`config.mk`:
```
export PLATFORM = sky130hd
export DESIGN_NAME = seq_chunk_adder
export DESIGN_NICKNAME = d
export VERILOG_FILES = /design/src/rtl/seq_adder_pkg.sv /design/src/rtl/ripple_n.sv /design/src/rtl/seq_chunk_adder.sv
export SDC_FILE = /design/constraint.sdc
export NUM_CORES = 1
export LEC_CHECK = 0
export CORE_MARGIN = 1
export CORE_UTILIZATION = 51
export CTS_CLUSTER_DIAMETER = 80
export DETAILED_ROUTE_END_ITERATION = 12
export PLACE_DENSITY = 0.81
export SETUP_SLACK_MARGIN = 0.02
export SLEW_MARGIN = 20
export SYNTH_ARGS = -nofsm -noshare
export SYNTH_HDL_FRONTEND = slang
export SYNTH_SLANG_ARGS = --single-unit
```
`constraint.sdc`:
```
create_clock -name i_clk -period 4 [get_ports i_clk]
set_input_delay 0.8 -clock i_clk [delete_from_list [all_inputs] [get_ports i_clk]]
set_output_delay 0.8 -clock i_clk [all_outputs]
set_load 0.01 [all_outputs]
```
`src/rtl/seq_adder_pkg.sv`:
```
// Shared types for the chunked sequential adder.
package seq_adder_pkg;

  typedef enum logic [1:0] {
    IDLE = 2'd0,
    RUN  = 2'd1,
    DONE = 2'd2
  } state_t;

endpackage

```
`src/rtl/ripple_n.sv`:
```
// Combinational N-bit ripple-carry adder; also reports the carry into its top bit.
module ripple_n #(
  parameter int N = 4
) (
  input  logic [N-1:0] i_a,
  input  logic [N-1:0] i_b,
  input  logic         i_c_in,
  output logic [N-1:0] o_s,
  output logic         o_c_out,
  output logic         o_c_msb
);

  always_comb begin
    {o_c_out, o_s} = {1'b0, i_a} + {1'b0, i_b} + {{N{1'b0}}, i_c_in};
    // Sum bit = a ^ b ^ carry-in, so the carry into the MSB falls out directly.
    o_c_msb = o_s[N-1] ^ i_a[N-1] ^ i_b[N-1];
  end

endmodule

```
`src/rtl/seq_chunk_adder.sv`:
```
// Multi-cycle adder/subtractor: CHUNK bits per clock with a registered carry.
//
//   state | meaning
//   IDLE  | waiting for start; last result held on outputs
//   RUN   | one chunk added per edge, idx selects the chunk
//   DONE  | one-cycle done pulse; start here chains the next op
module seq_chunk_adder
  import seq_adder_pkg::*;
#(
  parameter int WIDTH = 16,
  parameter int CHUNK = 4
) (
  input  logic             i_clk,
  input  logic             i_rst,
  input  logic             i_start,
  input  logic             i_sub,
  input  logic [WIDTH-1:0] i_a,
  input  logic [WIDTH-1:0] i_b,
  input  logic             i_cin,
  output logic             o_busy,
  output logic             o_done,
  output logic [WIDTH-1:0] o_s,
  output logic             o_cout,
  output logic             o_ovf
);

  localparam int NCH  = WIDTH / CHUNK;
  localparam int IDXW = (NCH > 1) ? $clog2(NCH) : 1;
  localparam logic [IDXW-1:0] LAST_IDX = IDXW'(NCH - 1);

  if (WIDTH % CHUNK != 0) begin : g_bad_chunk
    $error("seq_chunk_adder: WIDTH must be a multiple of CHUNK");
  end

  state_t           r_state;
  logic [WIDTH-1:0] r_a;
  logic [WIDTH-1:0] r_b;
  logic             r_c;
  logic [IDXW-1:0]  r_idx;
  logic [WIDTH-1:0] r_s;
  logic             r_cout;
  logic             r_ovf;
  logic             r_busy;
  logic             r_done;

  logic [CHUNK-1:0] w_a_chunk;
  logic [CHUNK-1:0] w_b_chunk;
  logic [CHUNK-1:0] w_sum;
  logic             w_c_out;
  logic             w_c_msb;

  always_comb begin
    w_a_chunk = '0;
    w_b_chunk = '0;
    for (int k = 0; k < NCH; k++) begin
      if (r_idx == IDXW'(k)) begin
        w_a_chunk = r_a[k*CHUNK +: CHUNK];
        w_b_chunk = r_b[k*CHUNK +: CHUNK];
      end
    end
  end

  ripple_n #(
    .N (CHUNK)
  ) u_ripple (
    .i_a     (w_a_chunk),
    .i_b     (w_b_chunk),
    .i_c_in  (r_c),
    .o_s     (w_sum),
    .o_c_out (w_c_out),
    .o_c_msb (w_c_msb)
  );

  always_ff @(posedge i_clk or posedge i_rst) begin
    if (i_rst) begin
      r_state <= IDLE;
      r_a     <= '0;
      r_b     <= '0;
      r_c     <= 1'b0;
      r_idx   <= '0;
      r_s     <= '0;
      r_cout  <= 1'b0;
      r_ovf   <= 1'b0;
      r_busy  <= 1'b0;
      r_done  <= 1'b0;
    end else begin
      case (r_state)
        IDLE, DONE: begin
          r_done <= 1'b0;
          if (i_start) begin
            // Subtract is A + ~B + 1; the +1 rides in on the initial carry.
            r_a     <= i_a;
            r_b     <= i_sub ? ~i_b : i_b;
            r_c     <= i_sub ? 1'b1 : i_cin;
            r_idx   <= '0;
            r_busy  <= 1'b1;
            r_state <= RUN;
          end else begin
            r_busy  <= 1'b0;
            r_state <= IDLE;
          end
        end
        RUN: begin
          for (int k = 0; k < NCH; k++) begin
            if (r_idx == IDXW'(k)) r_s[k*CHUNK +: CHUNK] <= w_sum;
          end
          r_c <= w_c_out;
          if (r_idx == LAST_IDX) begin
            r_cout  <= w_c_out;
            r_ovf   <= w_c_out ^ w_c_msb;
            r_busy  <= 1'b0;
            r_done  <= 1'b1;
            r_state <= DONE;
          end else begin
            r_idx <= r_idx + IDXW'(1);
          end
        end
        default: begin
          r_busy  <= 1'b0;
          r_done  <= 1'b0;
          r_state <= IDLE;
        end
      endcase
    end
  end

  assign o_busy = r_busy;
  assign o_done = r_done;
  assign o_s    = r_s;
  assign o_cout = r_cout;
  assign o_ovf  = r_ovf;

endmodule

```
======== Word level (Yosys, flattened, before mapping) ========
Index checks and enable logic that the tools add are counted.
W data, S select, Z words.
storage, ports and cells
  register bits after elaboration ......... 57
  bits of input ports ..................... 37
  output and inout bits ................... 20
  word-level logic and storage cells ...... 62
operators by class
  $add $sub $neg .......................... 3
  equality and inequality tests ........... 8
  multiplexer cells ....................... 23
  bitwise operators ....................... 4
  reductions and logical operators ........ 11
operators by type and width
  cell                   number
  $mux W4                8
  $mux W16               1
  $not A16 Y16           1
  $reduce_and A2 Y1      6
  $pmux W2 S2            2
  $mux W1                7
  $eq A2 B2 Y1 const B   3
  $mux W2                3
  $ne A2 B2 Y1 const B   3
  $add A4 B4 Y5          1
  $add A5 B1 Y5          1
  $eq A2 B1 Y1 const B   2
  $logic_not A2 Y1       2
  $pmux W1 S2            2
  $reduce_and A3 Y1      1
  $xor A1 B1 Y1          3
  $add A2 B1 Y2 const B  1
  $reduce_bool A2 Y1     1
  $reduce_or A2 Y1       1

======== Logic depth before layout (Yosys ltp) ========
  depth after elaboration ................. 10
  gate-level depth with buffers ........... 16
  mapped depth without buffers ............ 15

======== By module ========
Synthesis repeated with hierarchy kept, for this count alone.
unflattened totals
  cells, all modules ...................... 237
  area total of the unflattened synthesis .. 2801.4 um^2
modules (own cells, without submodules)
  module           instances  cells an instance  area an instance (um^2)  sequential area each (um^2)
  seq_chunk_adder  1          218                2623.8                   1401.3
  ripple_n         1          19                 177.7                    0.0

======== Worst setup path after synthesis ========
No wires, ideal clock.
  path type ............................... reg-to-reg
  from .................................... register r_idx[0]
  to ...................................... register r_ovf, in the netlist o_ovf
  setup time .............................. 0.076 ns
  arrival ................................. 2.910 ns
  required time ........................... 3.924 ns
  path slack .............................. 1.013 ns
  stages on the path, launching flop included .. 16
  path buffers ............................ 2
  clock period less this slack ............ 2.987 ns
  cells stage by stage .................... dfrtp_1 inv_1 ha_1 clkbuf_2 clkbuf_1 a221oi_1 nor3_1 a21oi_1 fa_1 inv_1 fa_1 a21o_1 a21oi_1 xor2_1 xnor3_1 o21ai_1
between the ends
  cells in the longest elaborated chain, start to end .. 10
  elaborated cells between the ends (all ways) .. 18
  classes of those cells .................. add/sub: 2; eq/ne: 3; mux: 8; bitwise: 3; reduce/logical: 2
ends and longest elaborated chain
  item                        line                    source
  start, declared             seq_chunk_adder.sv:39   logic [IDXW-1:0] r_idx;
  start signal, assigned      seq_chunk_adder.sv:115  r_idx <= r_idx + IDXW'(1);
  $logic_not A2 Y1            seq_chunk_adder.sv:56   if (r_idx == IDXW'(k)) begin
  $mux W4 (4 in a row)        seq_chunk_adder.sv:56
  $add A4 B4 Y5               ripple_n.sv:14          {o_c_out, o_s} = {1'b0, i_a} + {1'b0, i_b} + {{N{1'b0}}, i_c_in};
  $add A5 B1 Y5               ripple_n.sv:14
  $xor A1 B1 Y1 (2 in a row)  ripple_n.sv:16          o_c_msb = o_s[N-1] ^ i_a[N-1] ^ i_b[N-1];
  $xor A1 B1 Y1               seq_chunk_adder.sv:110  r_ovf <= w_c_out ^ w_c_msb;
  end signal, assigned        seq_chunk_adder.sv:110
  end, declared               seq_chunk_adder.sv:42   logic r_ovf;
Several ways; a longest one is shown, not always the timed one.
A chain may end at the register's enable or synchronous reset.

======== Worst setup path in the final report ========
  from .................................... register r_idx[1]
  to ...................................... register r_ovf, in the netlist o_ovf
The elaborated chain is that of the path after synthesis.

==> flow_metrics.env <==
export IMPL_die_h_um=74.5
export IMPL_finalSetupViolCount=0
export IMPL_via_per_inst=5.12
export IMPL_synth_xor_area_share_pct=7.06
export IMPL_wl_per_cell_um=13.3
export IMPL_hold_buffers=0
export IMPL_synth_compound_area_share_pct=11.6
export IMPL_ys_types=30
export IMPL_netlist_area_mm2=0.00268
export IMPL_async_reset_ff_share_pct=100
export IMPL_synth_fa_ha_area_share_pct=4.77
export IMPL_core_area_mm2=0.00507
export IMPL_synth_most_common_cell="dfrtp_1"
export IMPL_clock_sinks=56
export IMPL_whs_endpoint="o_s[15]"
export IMPL_start_util_pct=52.8
export IMPL_place_ws_ps=601
export IMPL_grt_max_degree=57
export IMPL_crit_type="flip-flop to flip-flop"
export IMPL_htree_levels=2
export IMPL_fmax_ghz=0.291
export IMPL_ctsResizeCount=0
export IMPL_synth_top_area_share_pct=52.3
export IMPL_root_buffer="clkbuf_8"
export IMPL_period_needed_ps=3440
export IMPL_layout_nets=351
export IMPL_grt_pass1_vias=1933
export IMPL_rsz0062_at_grt="false"
export IMPL_reg2reg_depth=14
export IMPL_area_growth_pct=25.2
export IMPL_cts_buffers_inserted=5
export IMPL_fin_crit_sh_pct=86.0
export IMPL_r2r_start="r_idx[1]"
export IMPL_critPathMaxStageDelay_ps=460
export IMPL_fin_ws_ps=561
export IMPL_p_per_area_mw_per_mm2=857
export IMPL_critical_path_buf_inv_count=2
export IMPL_grt_use_total_pct=20.1
export IMPL_synthFlopType="dfrtp_1"
export IMPL_crit_fanout=16
export IMPL_wirelength_um=4990
export IMPL_insertion_delay_ps=300
export IMPL_finalPower_uw=2870
export IMPL_synthSimpleGateAreaFrac_pct=12.1
export IMPL_gp_congestion=0.827
export IMPL_hold_viol=0
export IMPL_relSlewSlack_pct=35.4
export IMPL_place_inst=368
export IMPL_muxShareOfSynthArea_pct=8.79
export IMPL_port_buffers=56
export IMPL_timing_rr_end="o_ovf"
export IMPL_yosysTopAreaCell="dfrtp_1"
export IMPL_clkTransAtPathRegs_ps=90
export IMPL_design_portCount=57
export IMPL_synth_top_family_by_area="simple AND/OR/NAND/NOR gates"
export IMPL_worstPathCellList="inv_1 > ha_1 > nor2b_1 > a221oi_1 > nor3_1 > a21oi_1 > fa_1 > inv_1 > fa_1 > a21o_1 > a21oi_1 > xor2_1 > xnor3_1 > o21ai_1"
export IMPL_die_w_um=74.5
export IMPL_synth_edf_count=0
export IMPL_clockBufferDepth=2
export IMPL_syn_inst=258
export IMPL_finalNonFillerCells=376
export IMPL_slowest_stage="ha_1"
export IMPL_startpoint_type="flip-flop"
export IMPL_drive_above_1_share_pct=10.1
export IMPL_synth_warning_count=0
export IMPL_maxCapViolations=0
export IMPL_synth_nets=304
export IMPL_worstHoldPathType="flip-flop to flip-flop"
export IMPL_finalClockSkew_ps=5.99
export IMPL_overflow=0
export IMPL_yosysSeqAreaShare_pct=52.3
export IMPL_worstPathArrival_ps=3670
export IMPL_ys_top_cells_by_count="dfrtp_1, nand2_1, o21ai_0, mux2_2, xnor2_1"
export IMPL_ant_nets=0
export IMPL_tns_ps=0
export IMPL_worstSetupEndpointType="flip-flop"
export IMPL_fp_dieArea_mm2=0.00554
export IMPL_avgSynthCellArea_um2=10.4
export IMPL_post_cts_buffers=0
export IMPL_synth_area_leaders="dfrtp_1, mux2_2, nand2_1"
export IMPL_required_ps=4230
export IMPL_cellLeakagePower_uw=0.00145
export IMPL_ys_ff_latch=56
export IMPL_drt_iter0_drc=134
export IMPL_status="finished clean"
export IMPL_cts_tree="yes"
export IMPL_tightest_slew_ps=968
export IMPL_min_path_cells=2
export IMPL_drc=0
export IMPL_r2r_slack_ps=560
export IMPL_grt_pass1_wl_um=8340
export IMPL_vias=1926
export IMPL_dpl_hpwl_um=3680
export IMPL_crit_family="adder cells"
export IMPL_max_vdd_ir_drop_uv=467
export IMPL_core_rowCount=26
export IMPL_drt_pass1_iterations=4
export IMPL_n_antenna_cell=0
export IMPL_min_from="o_s[15]"
export IMPL_slew_viol_final=0
export IMPL_antenna_found_initial=0
[sequential cells by signal (all words and copies together), names as in the netlist]
register  count
o_s          16
r_a          16
r_b          16
r_idx         2
r_state       2
o_busy        1
o_cout        1
o_ovf         1
r_c           1
[cell families (layout without fill, tap and decap cells)]
| group | count (synthesis) | in the layout |
|---|---|---|
| muxes | 21 | 21 |
| DFF | 56 | 56 |
| xor gates and xnor gates | 20 | 20 |
| buffers and inverters | 22 | 70 |
| AOI/OAI and AO/OA | 57 | 57 |
| adders and majority gates | 9 | 9 |
| and+or+nand+nor | 73 | 73 |
[per-stage QoR]
step,area [µm²],hold WS (ps),util (%)
after floorplan,2680,450,-
after global placement,3260,461,64.2
after detailed placement,3260,471,64.2
after CTS,3350,493,66.1
after global routing,3350,518,66.1
final,3350,486,66.1
[worst min-delay path: cells and delay by family, from the launching register on]
family,cells,cell delay [ps]
compound gates,1,60
flops,1,350
simple gates,1,50
[cell type report]
cell class	instances	area [µm²]
Fill cell	427	1720
Sequential cell	56	1400
Multi-Input combinational cell	180	1190
Timing Repair Buffer	56	561
Tap cell	70	87.6
Clock buffer	6	82.6
Inverter	6	23.8
Clock inverter	2	10.0
[routing by layer]
layer  global-route usage (%)  routed length, µm  vias up
li1                         -                  -      961
met5                        0                  0        -
met1                     26.0               2210      893
met3                     4.61                223       14
met4                     8.18                121        0
met2                     32.7               2440       58
[worst max path at each step]
| stage | startpoint | endpoint | slack (ps) | cells after the start |
|---|---|---|---|---|
| 2_1_floorplan | r_idx[0] | o_ovf | 1010 | 15 |
| 5_1_grt | r_idx[1] | o_ovf | 250 | 14 |
| 3_5_place_dp | r_idx[1] | o_ovf | 600 | 14 |
| 6_report | r_idx[1] | o_ovf | 560 | 14 |
| 3_3_place_gp | r_idx[1] | o_ovf | 770 | 14 |
| 4_1_cts | r_idx[1] | o_ovf | 570 | 14 |
[cells in the final DEF (no fill, tap or decap), drive strengths merged]
cell type,count
dfrtp,56
xnor3,1
nor3b,1
ha,7
nand2,51
clkbuf,6
clkinv,3
nand2b,3
a22oi,1
xnor2,18
fa,2
nor2b,6
o31a,1
nand3b,5
a211oi,2
o31ai,1
nor2,4
nand3,2
xor2,1
inv,5
a21oi,13
a21o,1
a221oi,1
clkdlybuf4s50,56
mux2i,1
mux2,20
nor3,1
o21ai,37
[power by group]
group / internal, µW / switching, µW
Combinational: 772 / 786
Sequential: 846 / 159
Clock: 138 / 170
Total: 1760 / 1120
No activity file was read; power rests on OpenSTA's default activity.
